<file path="src/rtl/matrix_glyph_streamer_if.sv">
// Host-side bundle for matrix_glyph_streamer: frame control, glyph RAM write port,
// colours, and the APA102 strip outputs with status.
interface matrix_glyph_streamer_if #(
    parameter int MATRIX_W   = 8,
    parameter int MATRIX_H   = 8,
    parameter int NUM_GLYPHS = 16
);
    localparam int N     = MATRIX_W * MATRIX_H;
    localparam int IDX_W = $clog2(NUM_GLYPHS);

    logic             start;
    logic             auto_run;
    logic             glyph_we;
    logic [IDX_W-1:0] glyph_waddr;
    logic [N-1:0]     glyph_wdata;
    logic [IDX_W:0]   glyph_count;
    logic [23:0]      fg_rgb;
    logic [23:0]      bg_rgb;
    logic [4:0]       brightness;
    logic             sclk;
    logic             sdo;
    logic             busy;
    logic             frame_done;
    logic [IDX_W-1:0] glyph_idx;

    modport master (
        output start, auto_run, glyph_we, glyph_waddr, glyph_wdata, glyph_count,
               fg_rgb, bg_rgb, brightness,
        input  sclk, sdo, busy, frame_done, glyph_idx
    );

    modport slave (
        input  start, auto_run, glyph_we, glyph_waddr, glyph_wdata, glyph_count,
               fg_rgb, bg_rgb, brightness,
        output sclk, sdo, busy, frame_done, glyph_idx
    );
endinterface

</file>
<file path="src/rtl/matrix_glyph_streamer.sv">
// Streams a monochrome glyph bitmap to an APA102 LED matrix as one serial frame,
// stepping through a sequence of glyphs held in an internal glyph RAM.
module matrix_glyph_streamer #(
    parameter int MATRIX_W    = 8,
    parameter int MATRIX_H    = 8,
    parameter int NUM_GLYPHS  = 16,
    parameter int CLK_DIV     = 1,
    parameter int SERPENTINE  = 1,
    parameter int HOLD_FRAMES = 1,
    parameter int END_BITS    = 32
) (
    input  logic                  clk,
    input  logic                  reset,
    matrix_glyph_streamer_if.slave bus
);
    localparam int N        = MATRIX_W * MATRIX_H;
    localparam int IDX_W    = $clog2(NUM_GLYPHS);
    localparam int PIX_BITS = N * 32;
    localparam int MAX_BITS = (PIX_BITS > END_BITS) ? PIX_BITS : END_BITS;
    localparam int CNT_W    = $clog2(MAX_BITS + 1);
    localparam int DIV_W    = $clog2(CLK_DIV + 1);
    localparam int HOLD_W   = $clog2(HOLD_FRAMES + 1);

    typedef enum logic [2:0] {IDLE, START_FR, PIXELS, END_FR, DONE} state_t;

    state_t           state_q, state_d;
    logic [CNT_W-1:0] bit_cnt_q, bit_cnt_d;
    logic [DIV_W-1:0] div_cnt_q, div_cnt_d;
    logic             sclk_q, sclk_d;
    logic             sdo_q, sdo_d;
    logic [HOLD_W-1:0] frame_cnt_q, frame_cnt_d;
    logic [IDX_W-1:0] glyph_idx_q, glyph_idx_d;
    logic [N-1:0]     glyph_sh_q, glyph_sh_d;
    logic [23:0]      fg_q, fg_d, bg_q, bg_d;
    logic [4:0]       bri_q, bri_d;
    logic [N-1:0]     glyph_ram [NUM_GLYPHS];

    logic             half_tick;
    logic             last_cycle_next;
    logic [IDX_W:0]   eff_count;
    logic [IDX_W:0]   idx_inc;

    // Bit value at position cnt of a streaming state, taken from the shadow registers.
    function automatic logic stream_bit(input state_t st, input logic [CNT_W-1:0] cnt,
                                        input logic [N-1:0] glyph, input logic [23:0] fg,
                                        input logic [23:0] bg, input logic [4:0] bri);
        int          k, r, c;
        logic [23:0] rgb;
        logic [31:0] word;
        stream_bit = (st == END_FR);
        if (st == PIXELS) begin
            k = int'(cnt) / 32;
            r = k / MATRIX_W;
            c = k % MATRIX_W;
            if (SERPENTINE != 0 && r[0]) c = MATRIX_W - 1 - c;
            rgb  = glyph[N - 1 - (r * MATRIX_W + c)] ? fg : bg;
            word = {3'b111, bri, rgb[7:0], rgb[15:8], rgb[23:16]};
            stream_bit = word[31 - (int'(cnt) % 32)];
        end
    endfunction

    assign half_tick = (int'(div_cnt_q) == CLK_DIV - 1);
    // The final clk of the last end bit is spent in DONE with sclk still high.
    assign last_cycle_next = (sclk_q && int'(div_cnt_q) == CLK_DIV - 2) ||
                             (!sclk_q && half_tick && CLK_DIV == 1);

    always_comb begin
        eff_count = bus.glyph_count;
        if (bus.glyph_count == '0) eff_count = (IDX_W+1)'(1);
        else if (bus.glyph_count > (IDX_W+1)'(NUM_GLYPHS)) eff_count = (IDX_W+1)'(NUM_GLYPHS);
        idx_inc = {1'b0, glyph_idx_q} + (IDX_W+1)'(1);
    end

    always_comb begin
        // NOTE: every _d gets its hold value first, so no path through the case infers a latch.
        state_d     = state_q;
        bit_cnt_d   = bit_cnt_q;
        div_cnt_d   = div_cnt_q;
        sclk_d      = sclk_q;
        sdo_d       = sdo_q;
        frame_cnt_d = frame_cnt_q;
        glyph_idx_d = glyph_idx_q;
        glyph_sh_d  = glyph_sh_q;
        fg_d        = fg_q;
        bg_d        = bg_q;
        bri_d       = bri_q;
        case (state_q)
            IDLE: begin
                sclk_d    = 1'b0;
                sdo_d     = 1'b0;
                div_cnt_d = '0;
                bit_cnt_d = '0;
                if (bus.start || bus.auto_run) begin
                    state_d    = START_FR;
                    glyph_sh_d = glyph_ram[glyph_idx_q];
                    fg_d       = bus.fg_rgb;
                    bg_d       = bus.bg_rgb;
                    bri_d      = bus.brightness;
                end
            end
            START_FR, PIXELS, END_FR: begin
                div_cnt_d = half_tick ? '0 : div_cnt_q + 1'b1;
                if (half_tick && !sclk_q) begin
                    sclk_d = 1'b1;
                end else if (half_tick) begin
                    sclk_d    = 1'b0;
                    bit_cnt_d = bit_cnt_q + 1'b1;
                    if (state_q == START_FR && bit_cnt_q == CNT_W'(31)) begin
                        state_d   = PIXELS;
                        bit_cnt_d = '0;
                    end else if (state_q == PIXELS && bit_cnt_q == CNT_W'(PIX_BITS - 1)) begin
                        state_d   = END_FR;
                        bit_cnt_d = '0;
                    end
                    sdo_d = stream_bit(state_d, bit_cnt_d, glyph_sh_q, fg_q, bg_q, bri_q);
                end
                if (state_q == END_FR && bit_cnt_q == CNT_W'(END_BITS - 1) && last_cycle_next) begin
                    state_d   = DONE;
                    sclk_d    = 1'b1;
                    div_cnt_d = '0;
                end
            end
            DONE: begin
                state_d = IDLE;
                sclk_d  = 1'b0;
                sdo_d   = 1'b0;
                if (frame_cnt_q == HOLD_W'(HOLD_FRAMES - 1)) begin
                    frame_cnt_d = '0;
                    glyph_idx_d = (idx_inc >= eff_count) ? '0 : idx_inc[IDX_W-1:0];
                end else begin
                    frame_cnt_d = frame_cnt_q + 1'b1;
                end
            end
            default: state_d = IDLE;
        endcase
    end

    // NOTE: flops take <= so every register samples the pre-edge values of its peers.
    always_ff @(posedge clk) begin
        if (reset) begin
            state_q     <= IDLE;
            bit_cnt_q   <= '0;
            div_cnt_q   <= '0;
            sclk_q      <= 1'b0;
            sdo_q       <= 1'b0;
            frame_cnt_q <= '0;
            glyph_idx_q <= '0;
        end else begin
            state_q     <= state_d;
            bit_cnt_q   <= bit_cnt_d;
            div_cnt_q   <= div_cnt_d;
            sclk_q      <= sclk_d;
            sdo_q       <= sdo_d;
            frame_cnt_q <= frame_cnt_d;
            glyph_idx_q <= glyph_idx_d;
        end
    end

    // Shadows are always reloaded before use, so they need no reset.
    always_ff @(posedge clk) begin
        glyph_sh_q <= glyph_sh_d;
        fg_q       <= fg_d;
        bg_q       <= bg_d;
        bri_q      <= bri_d;
    end

    // NOTE: the glyph RAM has no reset so its contents survive a reset pulse.
    always_ff @(posedge clk) begin
        if (!reset && bus.glyph_we) glyph_ram[bus.glyph_waddr] <= bus.glyph_wdata;
    end

    assign bus.sclk       = sclk_q;
    assign bus.sdo        = sdo_q;
    assign bus.busy       = (state_q != IDLE);
    assign bus.frame_done = (state_q == DONE);
    assign bus.glyph_idx  = glyph_idx_q;
endmodule
</file>
<file path="src/flat_wrapper.sv">
// flat-port wrapper written by rule: the top's interface ports become plain ports
module matrix_glyph_streamer_flat 
#(
    parameter int MATRIX_W    = 8,
    parameter int MATRIX_H    = 8,
    parameter int NUM_GLYPHS  = 16,
    parameter int CLK_DIV     = 1,
    parameter int SERPENTINE  = 1,
    parameter int HOLD_FRAMES = 1,
    parameter int END_BITS    = 32
)
  (clk, reset, bus_start, bus_auto_run, bus_glyph_we, bus_glyph_waddr, bus_glyph_wdata, bus_glyph_count, bus_fg_rgb, bus_bg_rgb, bus_brightness, bus_sclk, bus_sdo, bus_busy, bus_frame_done, bus_glyph_idx);
  matrix_glyph_streamer_if #(.MATRIX_W(MATRIX_W), .MATRIX_H(MATRIX_H), .NUM_GLYPHS(NUM_GLYPHS)) bus_i ();
  input  logic clk;
  input  logic reset;
  input wire logic [$bits(bus_i.start)-1:0] bus_start;
  input wire logic [$bits(bus_i.auto_run)-1:0] bus_auto_run;
  input wire logic [$bits(bus_i.glyph_we)-1:0] bus_glyph_we;
  input wire logic [$bits(bus_i.glyph_waddr)-1:0] bus_glyph_waddr;
  input wire logic [$bits(bus_i.glyph_wdata)-1:0] bus_glyph_wdata;
  input wire logic [$bits(bus_i.glyph_count)-1:0] bus_glyph_count;
  input wire logic [$bits(bus_i.fg_rgb)-1:0] bus_fg_rgb;
  input wire logic [$bits(bus_i.bg_rgb)-1:0] bus_bg_rgb;
  input wire logic [$bits(bus_i.brightness)-1:0] bus_brightness;
  output wire logic [$bits(bus_i.sclk)-1:0] bus_sclk;
  output wire logic [$bits(bus_i.sdo)-1:0] bus_sdo;
  output wire logic [$bits(bus_i.busy)-1:0] bus_busy;
  output wire logic [$bits(bus_i.frame_done)-1:0] bus_frame_done;
  output wire logic [$bits(bus_i.glyph_idx)-1:0] bus_glyph_idx;
  assign bus_i.start = bus_start;
  assign bus_i.auto_run = bus_auto_run;
  assign bus_i.glyph_we = bus_glyph_we;
  assign bus_i.glyph_waddr = bus_glyph_waddr;
  assign bus_i.glyph_wdata = bus_glyph_wdata;
  assign bus_i.glyph_count = bus_glyph_count;
  assign bus_i.fg_rgb = bus_fg_rgb;
  assign bus_i.bg_rgb = bus_bg_rgb;
  assign bus_i.brightness = bus_brightness;
  assign bus_sclk = bus_i.sclk;
  assign bus_sdo = bus_i.sdo;
  assign bus_busy = bus_i.busy;
  assign bus_frame_done = bus_i.frame_done;
  assign bus_glyph_idx = bus_i.glyph_idx;
  matrix_glyph_streamer #(.MATRIX_W(MATRIX_W), .MATRIX_H(MATRIX_H), .NUM_GLYPHS(NUM_GLYPHS), .CLK_DIV(CLK_DIV), .SERPENTINE(SERPENTINE), .HOLD_FRAMES(HOLD_FRAMES), .END_BITS(END_BITS)) u_core (.clk(clk), .reset(reset), .bus(bus_i));
endmodule
</file>
<file path="config.mk">
export PLATFORM = sky130hd
export DESIGN_NAME = matrix_glyph_streamer_flat
export DESIGN_NICKNAME = d
export VERILOG_FILES = /design/src/rtl/matrix_glyph_streamer_if.sv /design/src/rtl/matrix_glyph_streamer.sv /design/src/flat_wrapper.sv
export SDC_FILE = /design/constraint.sdc
export NUM_CORES = 1
export LEC_CHECK = 0
export CAP_MARGIN = 20
export CORE_MARGIN = 2
export CORE_UTILIZATION = 40
export CTS_BUF_LIST = sky130_fd_sc_hd__clkbuf_8
export DETAILED_ROUTE_END_ITERATION = 10
export GPL_TIMING_DRIVEN = 0
export PLACE_DENSITY = 0.57
export SKIP_CTS_REPAIR_TIMING = 1
export SLEW_MARGIN = 20
export SYNTH_ARGS = -nofsm -noshare
export SYNTH_HDL_FRONTEND = slang
export SYNTH_SLANG_ARGS = --single-unit
</file>
<file path="constraint.sdc">
create_clock -name clk -period 19.7 [get_ports clk]
set_input_delay 3.94 -clock clk [delete_from_list [all_inputs] [get_ports clk]]
set_output_delay 3.94 -clock clk [all_outputs]
set_load 0.1 [all_outputs]
</file>
==> key figures <==
Run status
  – Status: finished clean

STA
  – Final count of hold timing violations: 0
  – Final Max Tran Viols: 0
  – Achievable Freq: 136 MHz
  – Slew @ Worst Pin: 1110 ps
  – Worst slew margin: 0.260
  – Setup violators final: 0
  – Final Critical Period: 7370 ps
  – Period utilization: 0.374
  – Worst Skew: 35.1 ps
  – Post-route setup TNS: 0 ps
  – RSZ-0062 raised after global routing: false

Layout
  – Layout Nets: 2637
  – Synth-to-layout area growth: 18.6%
  – Post-Layout Inst Area: 0.0538 sq mm
  – Fraction of layout cells with a size suffix above 1: 0.278

Routing
  – Pre-antenna DRT Iters: 5
  – Final ANT Viol Nets: 0
  – DR vias: 23245
  – Remaining DRCs: 0
  – Avg WL per Cell: 28.6 um
  – 1st-iter DRT viols: 2320
  – Detailed-route wire length: 118000 um
  – Number of vias per cell: 5.60

Global routing
  – Vias in the first global route: 24013
  – Total gr overflow: 0
  – GR Util met1: 0.276
  – GRT Overall Usage: 0.205
  – Global routing's busiest layer: met2
  – Initial antenna violation count: 9
  – Largest net degree at the start of global routing: 26
  – Global-route wire length before repair: 170000 um
  – M2 GR Usage: 0.337
  – Grt met3 use: 0.0406

Power and ir drop
  – Switching power: 0.00103 W
  – Seq pwr share: 0.578
  – Worst vdd ir: 51.0 uV
  – PD cells: 89.0 mW/mm^2
  – Pleak: 16.8 nW
  – Comb power frac: 0.026
  – Sw frac: 0.214
  – Clock power share: 0.396
  – Design Power: 0.00479 W
  – Cell Int Power: 0.00376 W

Setup path
  – Slowest cell on crit path: clkdlybuf4s50_1
  – Critical path type: reg2out
  – Crit-path max FO: 10
  – Critical path startpoint category: flip-flop
  – Critical path arrival: 3430 ps
  – CP required: 15760 ps
  – CP cell instances: clkbuf_1, or3_1, clkbuf_1, clkdlybuf4s50_1
  – Top cell by count, worst path: clkbuf_1
  – CP max stage delay: 1280 ps
  – Crit path max-delay family: buffers and inverters
  – Element type at the critical path end: output pin
  – WP buf/inv: 3

Clock network
  – Num CTS Buffers: 182
  – Clock Tree Buf Depth: 3
  – CTS Sinks: 1162
  – Htree depth: 4
  – Clk_lat worst skew: 830 ps
  – CTS tree: yes
  – Clk pin slew, worst setup/hold paths: 60 ps
  – Root Buffer: clkbuf_8

Synth
  – Mapped Area: 0.0454 sq mm
  – Synth top area share: 0.755
  – Number of synthesized flops with an enable pin: 1141
  – Ys flop type: edfxtp_1
  – Gate Count Post-Synth: 2073
  – List of most frequent post-synthesis cells: 1141 x edfxtp_1, 320 x mux4_2, 79 x nor2_1
  – Netlist cell types: 83
  – Area leader, netlist: edfxtp_1
  – Yosys warnings: 0
  – Synth async-reset ratio: 0
  – Seq/Total Area, Yosys: 0.764
  – Synth area leaders: edfxtp_1 76%, mux4_2 16%, dfxtp_1 0.93%
  – Count leader, synth: edfxtp_1
  – Post-synthesis net count: 2211
  – Synthesized flop and latch total: 1162
  – Syn Area/Cell: 21.9 sq um

Floorplanning
  – Rows: 123
  – Die width: 341 um
  – Die height: 341 um
  – DIE AREA: 0.116 sq mm
  – Initial core utilization: 0.403
  – IO Pins: 139
  – Core Footprint: 0.112 sq mm

Worst hold path
  – Worst Hold Class: reg2reg

Place
  – DP Area: 0.0504 sq mm
  – Post-DP HPWL: 78400 um
  – Port Buffers: 138
  – GP Congestion: 0.866

Run
  – Max-cap violations: 0
==> cell type report <==
class	count	area [sq um]
Tap cell	1500	1880
Clock inverter	146	816
Buffer	106	458
Sequential cell	1162	34700
Timing Repair Buffer	242	3060
Antenna cell	3	7.51
Inverter	7	26.3
Fill cell	9204	58700
Clock buffer	185	2550
Multi-Input combinational cell	798	10400
==> power groups by stage <==
stage / combinational [W] / clock (W) / sequential (W)
2_1_floorplan: 0.0000379 / 0 / 0.00282
3_3_place_gp: 0.000106 / 0 / 0.00283
3_5_place_dp: 0.000124 / 0 / 0.00282
4_1_cts: 0.000125 / 0.00194 / 0.00277
5_1_grt: 0.000133 / 0.00205 / 0.00277
6_report: 0.000124 / 0.00190 / 0.00277
==> stage by stage <==
| stage | util | hold slack, ps | std cells | setup WS (ps) |
|---|---|---|---|---|
| 6_report | 0.478 | 585 | 4149 | 12330 |
| 5_1_grt | 0.478 | 621 | 4148 | 12140 |
| 4_1_cts | 0.478 | 579 | 4143 | 12240 |
| 3_5_place_dp | 0.448 | 562 | 3812 | 11940 |
| 3_3_place_gp | 0.432 | 548 | 3711 | 2680 |
| 2_1_floorplan | - | 496 | 2073 | 10180 |
==> sequential cells by signal, summed over array words and instances, names as in the netlist <==
signal,count
u_core.bg_q,24
u_core.bit_cnt_q,12
u_core.bri_q,5
u_core.bus.glyph_idx,4
u_core.bus.sclk,1
u_core.bus.sdo,1
u_core.fg_q,24
u_core.glyph_ram,1024
u_core.glyph_sh_q,64
u_core.state_q,3
==> cell families (layout without fill, tap and decap cells) <==
logic type / Yosys count / in the layout / synth area share
AND/OR/NAND/NOR: 268 / 268 / 0.0296
AO/OA/AOI/OAI: 153 / 153 / 0.0240
XOR/XNOR: 13 / 13 / 0.00267
multiplexers: 356 / 356 / 0.167
other: 0 / 3 / 0
buffers and inverters: 113 / 686 / 0.0100
adder cells (fa/ha/maj): 8 / 8 / 0.00215
flip-flops: 1162 / 1162 / 0.764
==> final timing paths <==
check                                          from                           endpoint  slack [ps]  cells past startpoint
hold reg to reg   u_core.bit_cnt_q[11]$_SDFFE_PP0P_  u_core.bit_cnt_q[11]$_SDFFE_PP0P_         590                      2
hold / removal    u_core.bit_cnt_q[11]$_SDFFE_PP0P_  u_core.bit_cnt_q[11]$_SDFFE_PP0P_         590                      2
setup / recovery     u_core.state_q[1]$_SDFFE_PP0P_                           bus_busy       12330                      4
setup reg to reg   u_core.bit_cnt_q[5]$_SDFFE_PP0P_        u_core.bus.sdo$_SDFFE_PP0P_       13590                     14
==> routing by layer <==
metal  up-vias  wire length (um)
met2       894             58900
met4        10              2940
li1       9729                 -
met1     12416             49000
met3       196              7640
met5         -                46
==> layout by cell type, fill, tap and decap left out, drive strengths merged, types with 7 or more instances in the layout <==
| cell type | count |
|---|---|
| edfxtp | 1141 |
| mux4 | 320 |
| clkbuf | 256 |
| buf | 139 |
| clkdlybuf4s50 | 138 |
| nor2 | 80 |
| inv | 71 |
| clkinv | 71 |
| nand2 | 61 |
| o21ai | 31 |
| mux2i | 30 |
| nor3 | 28 |
| a21oi | 27 |
| nand3 | 22 |
| dfxtp | 21 |
| a31oi | 14 |
| a211oi | 14 |
| nand2b | 13 |
| and3 | 10 |
| xnor2 | 9 |
| nand4 | 9 |
| a22oi | 8 |
| nor4 | 8 |
| ha | 7 |
==> tightest hold or removal path: stages, from the launching register on <==
cell and delay, ps:
dfxtp_1 350, a21oi_1 150, nor2_1 50
Power figures use the tool's default switching activity.
